## config.mk

```make
export PLATFORM = sky130hd
export DESIGN_NAME = ram_port_b_arbiter
export DESIGN_NICKNAME = d
export VERILOG_FILES = /design/src/rtl/ram_port_b_arbiter.sv
export SDC_FILE = /design/constraint.sdc
export NUM_CORES = 1
export LEC_CHECK = 0
export CAP_MARGIN = 20
export CORE_AREA = 5 5 161 163
export DETAILED_ROUTE_END_ITERATION = 8
export DIE_AREA = 0 0 166 168
export PLACE_DENSITY_LB_ADDON = 0.12
export SETUP_SLACK_MARGIN = 0.2
export SKIP_LAST_GASP = 1
export SYNTH_ARGS = -nofsm -noshare
export SYNTH_HDL_FRONTEND = slang
export SYNTH_SLANG_ARGS = --single-unit
export TNS_END_PERCENT = 100
```

## constraint.sdc

```tcl
create_clock -name clk -period 2.6 [get_ports clk]
set_clock_uncertainty 0.15 [all_clocks]
set_input_delay 0.65 -clock clk [delete_from_list [all_inputs] [get_ports clk]]
set_output_delay 0.65 -clock clk [all_outputs]
set_load 0.1 [all_outputs]
```

## src/rtl/ram_port_b_arbiter.sv

```systemverilog
// ram_port_b_arbiter: shares RAM port B between the load/store bridge (M0)
// and the DMA engine (M1) over AXI4-Lite. Read and write channels each have
// their own IDLE/ADDR/RESP FSM and hold a grant for a whole transaction.
// Optional macro RAM_ARB_FIXED_PRIO_EN: M0 wins every tie (no round-robin).
// The owner register doubles as the round-robin "last granted" pointer.
// Its reset value is M1, so M0 wins the first tie after reset.
module ram_port_b_arbiter #(
    parameter int ADDR_W = 32,
    parameter int DATA_W = 32
) (
    input  logic                clk,
    input  logic                rst_n,
    // master 0
    input  logic [ADDR_W-1:0]   m0_awaddr,
    input  logic [DATA_W-1:0]   m0_wdata,
    input  logic [DATA_W/8-1:0] m0_wstrb,
    input  logic                m0_awvalid,
    input  logic                m0_wvalid,
    input  logic                m0_bready,
    input  logic                m0_arvalid,
    input  logic                m0_rready,
    input  logic [ADDR_W-1:0]   m0_araddr,
    output logic                m0_awready,
    output logic                m0_wready,
    output logic                m0_bvalid,
    output logic                m0_arready,
    output logic                m0_rvalid,
    output logic [DATA_W-1:0]   m0_rdata,
    // master 1
    input  logic [ADDR_W-1:0]   m1_awaddr,
    input  logic [DATA_W-1:0]   m1_wdata,
    input  logic [DATA_W/8-1:0] m1_wstrb,
    input  logic                m1_awvalid,
    input  logic                m1_wvalid,
    input  logic                m1_bready,
    input  logic                m1_arvalid,
    input  logic                m1_rready,
    input  logic [ADDR_W-1:0]   m1_araddr,
    output logic                m1_awready,
    output logic                m1_wready,
    output logic                m1_bvalid,
    output logic                m1_arready,
    output logic                m1_rvalid,
    output logic [DATA_W-1:0]   m1_rdata,
    // RAM port B
    output logic [ADDR_W-1:0]   s_awaddr,
    output logic [DATA_W-1:0]   s_wdata,
    output logic [DATA_W/8-1:0] s_wstrb,
    output logic [ADDR_W-1:0]   s_araddr,
    output logic                s_awvalid,
    output logic                s_wvalid,
    output logic                s_bready,
    output logic                s_arvalid,
    output logic                s_rready,
    input  logic                s_awready,
    input  logic                s_wready,
    input  logic                s_bvalid,
    input  logic                s_arready,
    input  logic                s_rvalid,
    input  logic [DATA_W-1:0]   s_rdata
);

    typedef enum logic [1:0] {IDLE = 2'd0, ADDR = 2'd1, RESP = 2'd2} state_t;

    state_t r_state_q, r_state_d;
    state_t w_state_q, w_state_d;
    logic   r_owner_q, r_owner_d;   // 0 = M0, 1 = M1; also "last granted"
    logic   w_owner_q, w_owner_d;

    logic   w_req0, w_req1;
    logic   r_pick, w_pick;
    logic   w_addr_hs;
    logic   r_own_rready, w_own_bready;

    // A write request needs AW and W together.
    assign w_req0 = m0_awvalid && m0_wvalid;
    assign w_req1 = m1_awvalid && m1_wvalid;

    // Winner when at least one master requests; only sampled in IDLE.
`ifdef RAM_ARB_FIXED_PRIO_EN
    assign r_pick = !m0_arvalid;
    assign w_pick = !w_req0;
`else
    assign r_pick = (m0_arvalid && m1_arvalid) ? !r_owner_q : m1_arvalid;
    assign w_pick = (w_req0 && w_req1) ? !w_owner_q : w_req1;
`endif

    assign w_addr_hs    = s_awready && s_wready;
    assign r_own_rready = r_owner_q ? m1_rready : m0_rready;
    assign w_own_bready = w_owner_q ? m1_bready : m0_bready;

    // Read channel next state: arbitrate, wait address handshake, wait response handshake.
    always_comb begin
        r_state_d = r_state_q;
        r_owner_d = r_owner_q;
        case (r_state_q)
            IDLE: if (m0_arvalid || m1_arvalid) begin
                r_owner_d = r_pick;
                r_state_d = ADDR;
            end
            ADDR: if (s_arready) r_state_d = RESP;
            RESP: if (s_rvalid && r_own_rready) r_state_d = IDLE;
            default: r_state_d = IDLE;
        endcase
    end

    // Write channel next state: same shape, AW and W accepted together.
    always_comb begin
        w_state_d = w_state_q;
        w_owner_d = w_owner_q;
        case (w_state_q)
            IDLE: if (w_req0 || w_req1) begin
                w_owner_d = w_pick;
                w_state_d = ADDR;
            end
            ADDR: if (w_addr_hs) w_state_d = RESP;
            RESP: if (s_bvalid && w_own_bready) w_state_d = IDLE;
            default: w_state_d = IDLE;
        endcase
    end

    // Read channel routing: owner-only forwarding, everything else held at 0.
    always_comb begin
        s_arvalid  = 1'b0;
        s_araddr   = '0;
        s_rready   = 1'b0;
        m0_arready = 1'b0;
        m1_arready = 1'b0;
        m0_rvalid  = 1'b0;
        m1_rvalid  = 1'b0;
        m0_rdata   = '0;
        m1_rdata   = '0;
        case (r_state_q)
            ADDR: begin
                s_arvalid  = 1'b1;
                s_araddr   = r_owner_q ? m1_araddr : m0_araddr;
                m0_arready = !r_owner_q && s_arready;
                m1_arready =  r_owner_q && s_arready;
            end
            RESP: begin
                s_rready  = r_own_rready;
                m0_rvalid = !r_owner_q && s_rvalid;
                m1_rvalid =  r_owner_q && s_rvalid;
                m0_rdata  = r_owner_q ? '0 : s_rdata;
                m1_rdata  = r_owner_q ? s_rdata : '0;
            end
            default: ;
        endcase
    end

    // Write channel routing: owner-only forwarding, everything else held at 0.
    always_comb begin
        s_awvalid  = 1'b0;
        s_wvalid   = 1'b0;
        s_awaddr   = '0;
        s_wdata    = '0;
        s_wstrb    = '0;
        s_bready   = 1'b0;
        m0_awready = 1'b0;
        m1_awready = 1'b0;
        m0_wready  = 1'b0;
        m1_wready  = 1'b0;
        m0_bvalid  = 1'b0;
        m1_bvalid  = 1'b0;
        case (w_state_q)
            ADDR: begin
                s_awvalid  = 1'b1;
                s_wvalid   = 1'b1;
                s_awaddr   = w_owner_q ? m1_awaddr : m0_awaddr;
                s_wdata    = w_owner_q ? m1_wdata  : m0_wdata;
                s_wstrb    = w_owner_q ? m1_wstrb  : m0_wstrb;
                m0_awready = !w_owner_q && w_addr_hs;
                m0_wready  = !w_owner_q && w_addr_hs;
                m1_awready =  w_owner_q && w_addr_hs;
                m1_wready  =  w_owner_q && w_addr_hs;
            end
            RESP: begin
                s_bready  = w_own_bready;
                m0_bvalid = !w_owner_q && s_bvalid;
                m1_bvalid =  w_owner_q && s_bvalid;
            end
            default: ;
        endcase
    end

    // State and owner registers; reset makes M1 the last-granted master.
    always_ff @(posedge clk or negedge rst_n) begin
        if (!rst_n) begin
            r_state_q <= IDLE;
            w_state_q <= IDLE;
            r_owner_q <= 1'b1;
            w_owner_q <= 1'b1;
        end else begin
            r_state_q <= r_state_d;
            w_state_q <= w_state_d;
            r_owner_q <= r_owner_d;
            w_owner_q <= w_owner_d;
        end
    end

endmodule

```

# Yosys cells after proc, flatten, opt, wreduce, memory -nomap -nowiden

Index checks and enable logic that the tools add are counted.

Register bits: 6
Output and inout port bits: 179
Input bits: 249
Word-level logic and storage cells: 75

Reductions and logical operators: 25
Muxes and demuxes: 36
Equality and inequality tests: 10

Operators with widths:

| operator             | number |
|---|---|
| $mux W32             | 10 |
| $mux W1              | 16 |
| $logic_and A1 B1 Y1  | 15 |
| $mux W2              | 6 |
| $ne A2 B2 Y1 const B | 6 |
| $pmux W2 S3          | 2 |
| $mux W4              | 2 |
| $reduce_and A3 Y1    | 2 |
| $eq A2 B1 Y1 const B | 2 |
| $eq A2 B2 Y1 const B | 2 |
| $logic_not A2 Y1     | 2 |
| $reduce_and A2 Y1    | 2 |
| $logic_not A1 Y1     | 2 |
| $logic_or A1 B1 Y1   | 2 |

# Logic depth before layout (Yosys ltp)

Word-level depth: 4
Gate-level depth with buffers: 6
Depth with buffers taken out: 4

# Worst setup path after synthesis

Ideal clock, no wire load.

Path kind: register -> output
Start point: register w_state_q[1]
End point: output port m0_wready
Cell stages (with the launch flop): 7
Required time: 1.800 ns
Setup slack: -1.193 ns
Arrival: 2.993 ns
Buffers on the path: 2
Path through: dfrtp_1 -> nand2b_1 -> buf_6 -> inv_2 -> nand3_1 -> nor2_1 -> buf_4

Cells in the longest elaborated chain, start to end: 2

RTL lines:

| element                | line | RTL |
|---|---|---|
| start, declared        | 66   | `state_t w_state_q, w_state_d;` |
| start signal, assigned | 195  | `w_state_q <= w_state_d;` |
| $eq A2 B1 Y1           | -    |  |
| $mux W1                | -    |  |
| end, declared          | 24   | `output logic m0_wready,` |

Every way passes these cells.

# Worst setup path after layout

Start point: register w_owner_q
End point: output port s_wdata[1]

Cells in the longest elaborated chain, start to end: 2

RTL lines:

| element                | line | RTL |
|---|---|---|
| start, declared        | 68   | `logic w_owner_q, w_owner_d;` |
| start signal, assigned | 197  | `w_owner_q <= w_owner_d;` |
| $mux W32               | 170  | `s_wdata = w_owner_q ? m1_wdata : m0_wdata;` |
| $mux W32               | 165  | `case (w_state_q)` |
| end, declared          | 47   | `output logic [DATA_W-1:0] s_wdata,` |

Every way passes these cells.

==> impl_metrics.yaml <==
finish:
  number_of_inserted_filler_cells_in_the_final_layout: 2110
  finish.net_count: 1049
  insertedDiodeCount: 0
  mostFrequentLayoutCells: "244 x clkdlybuf4s50_1, 193 x buf_12, 86 x nor2_4"
  final-instance-count-excl-fill: 1123
  drive_gt1_share_pct: 60.6
  final_common_cell: "clkdlybuf4s50_1"
  syn_to_final_growth_pct: 360
clock_network:
  cts_inserted_buffers: 3
  h-tree-depth: 1
  postCtsHoldBufs: 0
  clk_sinks: 6
  cts.root.buffer_cell: "clkbuf_16"
  clock_insertion_delay_worst_skew_ns: 0.23
  cts_max_path_buffers: 2
  path_clk_slew_ns: 0.04
  tritoncts: "done"
worst_setup_path:
  cp.buffers_inverters: 3
  critical_path_required_ns: 1.80
  worstSetupStartpoint: "w_owner_q"
  worstReg2RegStart: "r_owner_q"
  delay_contributed_by_the_slowest_stage_of_the_critical_path_ns: 0.67
  timing.critical_path.cells: "buf_12 > clkbuf_16 > mux2i_4 > nor2_4 > buf_12"
  critPathSlowestCell: "dfstp_4"
  critPathMostFrequentCell: "buf_12"
  timing_worst_setup_path_type: "flop to output pin"
  path_delay_family: "flip-flops"
  critPathCaptureType: "output pin"
  cp-start-kind: "flop"
  regToRegSetupSlack_ns: 0.99
  signal_arrival_time_at_the_worst_endpoint_ns: 1.71
  crit_path_max_fanout: 6
synth:
  synth_cells: 342
  yosysWarningCount: 0
  ys_ff_latch: 6
  mappedNetlistArea_um2: 2510
  synth_ff_type: "dfrtp_1"
  yosysSeqAreaShare_pct: 6.08
  main_combinational_cell_family_by_area_after_synthesis: "multiplexers"
  syn_nets: 591
  ys_async_sr_fraction_pct: 100
  avgSynthCellArea_um2: 7.35
  synthXorXnorAreaFrac_pct: 0
  yosys.cell_types.count: 29
  synth-simple-area-share_pct: 38.6
  number_of_enable_type_register_cells_in_the_synthesized_netlist: 0
  synth_adder_area_share_pct: 0
  synth-compound-area-share_pct: 2.44
  proportion_of_synthesized_area_in_mux_cells_pct: 40.6
detailed_routing:
  post_drt_wl_per_cell_um: 19.6
  drc_violations_left: 0
  routed_wirelength_um: 22000
  postRouteAntennaNets: 0
  detail_route.iter0.violations: 63
  vias: 4312
  firstDrtPassIters: 4
  drt-vias-per-instance: 3.84
timing:
  tightestPinTransition_ns: 0.448
  drv_slew: 0
  timing.final.crit_period_ns: 2.51
  slew_headroom_pct: 70.1
  finalSetupViolCount: 0
  period_share_pct: 96.7
  tns_ns: 0
  timing.fmax_mhz: 398
  final-hold-violation-count: 0
  fin_worst_hold_slack_ns: 0.374
  unrepaired_setup_endpoints_after_global_routing: "yes"
  postLayoutSetupSlackWorst_ns: 0.0864
die:
  core-area_um2: 24200
  die_h_um: 168
  floorplan.initialDensity_pct: 10.4
  die_width_um: 166
  num_rows: 57
  top_level_ports: 428
  fp.dieArea_um2: 27900
global_route:
  gr-usage-all-layers_pct: 14.4
  number_of_global_route_vias_before_repair: 4846
  grt_pass1_wl_um: 31300
  global_route.overflow_total: 0
  maximum_number_of_pins_on_one_net_before_global_route_repair: 34
  number_of_antenna_violations_at_the_first_check_in_global_routing: 1
pwr:
  worst_ir_drop_vdd_mv: 0.805
  power.leakage_nw: 4.25
  power_per_cell_area_nw_per_um2: 1490
placed_design:
  port_buffers: 427
  place_congestion: 0.800
  place_inst: 1075
  dp_hpwl_um: 17700
  dp_worst_setup_slack_ns: 0.0352
min_path:
  hp-class: "flop to flop"
  holdCritStartpoint: "r_state_q[1]"
run_status:
  outcome: "complete, no violations"
job:
  cap_violations: 0
## routing by layer
metal / share of wire, % / GRT usage, % / wire length, µm
met3: 11 / 7.32 / 2420
met5: 0.059 / 0 / 13
met2: 58 / 28.3 / 12700
met4: 0.90 / 1.72 / 197
met1: 30 / 13.8 / 6680
## registers in the layout (all words and copies together) (netlist names)
| signal | count |
|---|---|
| w_owner_q | 1 |
| w_state_q | 2 |
| r_state_q | 2 |
| r_owner_q | 1 |
## logic make-up (layout without fill, tap and decap cells)
kind of cell,after synthesis,count (layout)
flops,6,6
mux,102,102
compound gates,9,9
simple gates,188,188
buf+inv,37,494
## worst paths after layout
kind	end	cells past startpoint
min	r_state_q[0]	1
max reg2reg	r_state_q[1]	5
min reg2reg	r_state_q[0]	1
min in group asynchronous	r_state_q[1]	1
max	s_wdata[1]	5
max in group asynchronous	r_owner_q	1
## per-stage QoR
stage          utilization (%)  area, µm²  power, W
2_1_floorplan                -       3240   0.00970
3_3_place_gp              39.9       9640    0.0145
3_5_place_dp              39.9       9640    0.0146
4_1_cts                   43.8      10600    0.0161
5_1_grt                   47.8      11600    0.0177
6_report                  47.8      11600    0.0172
## where the power goes
group	switching (W)	total (W)	internal, W
Combinational	0.00998	0.0167	0.00669
Sequential	0.0000708	0.000228	0.000157
Clock	0.0000597	0.000264	0.000204
## worst register-to-register path, cell delays in order (launching register included)
cell     delay [ns]
dfstp_2        0.61
buf_12         0.16
buf_16         0.15
mux2i_4        0.29
nor2b_1        0.08
o21ai_1        0.11
## synth_stat cells, types with 2 or more instances
master	count	area (µm²)
nor2_2	20	125
a31oi_1	2	12.5
and2_1	66	413
dfstp_2	2	52.6
buf_2	14	70.1
inv_1	2	7.51
nor2b_1	2	12.5
nand2b_1	2	12.5
mux2i_1	102	1020
inv_2	2	7.51
and3_1	2	12.5
buf_6	11	124
nor2_1	88	330
buf_12	3	60.1
buf_4	5	37.5
nor2_4	2	22.5
o21ai_1	2	10.0
dfrtp_1	4	100
## what timing repair did
action,in CTS,in global routing
setup buffers,21,7
resized for setup,124,114
cloned,7,9
endpoints found under the setup margin,170,136
pin swaps,4,26
## layout make-up
class | count | area [µm²] | share of cell area [%]
timing repair buffer | 486 | 7050 | 61.0
multi-input combinational | 299 | 3820 | 33.1
tap | 324 | 405 | 3.51
sequential | 6 | 158 | 1.36
clock buffer | 4 | 78.8 | 0.682
inverter | 4 | 46.3 | 0.401
Note: power is estimated with default switching activity, not from simulation.
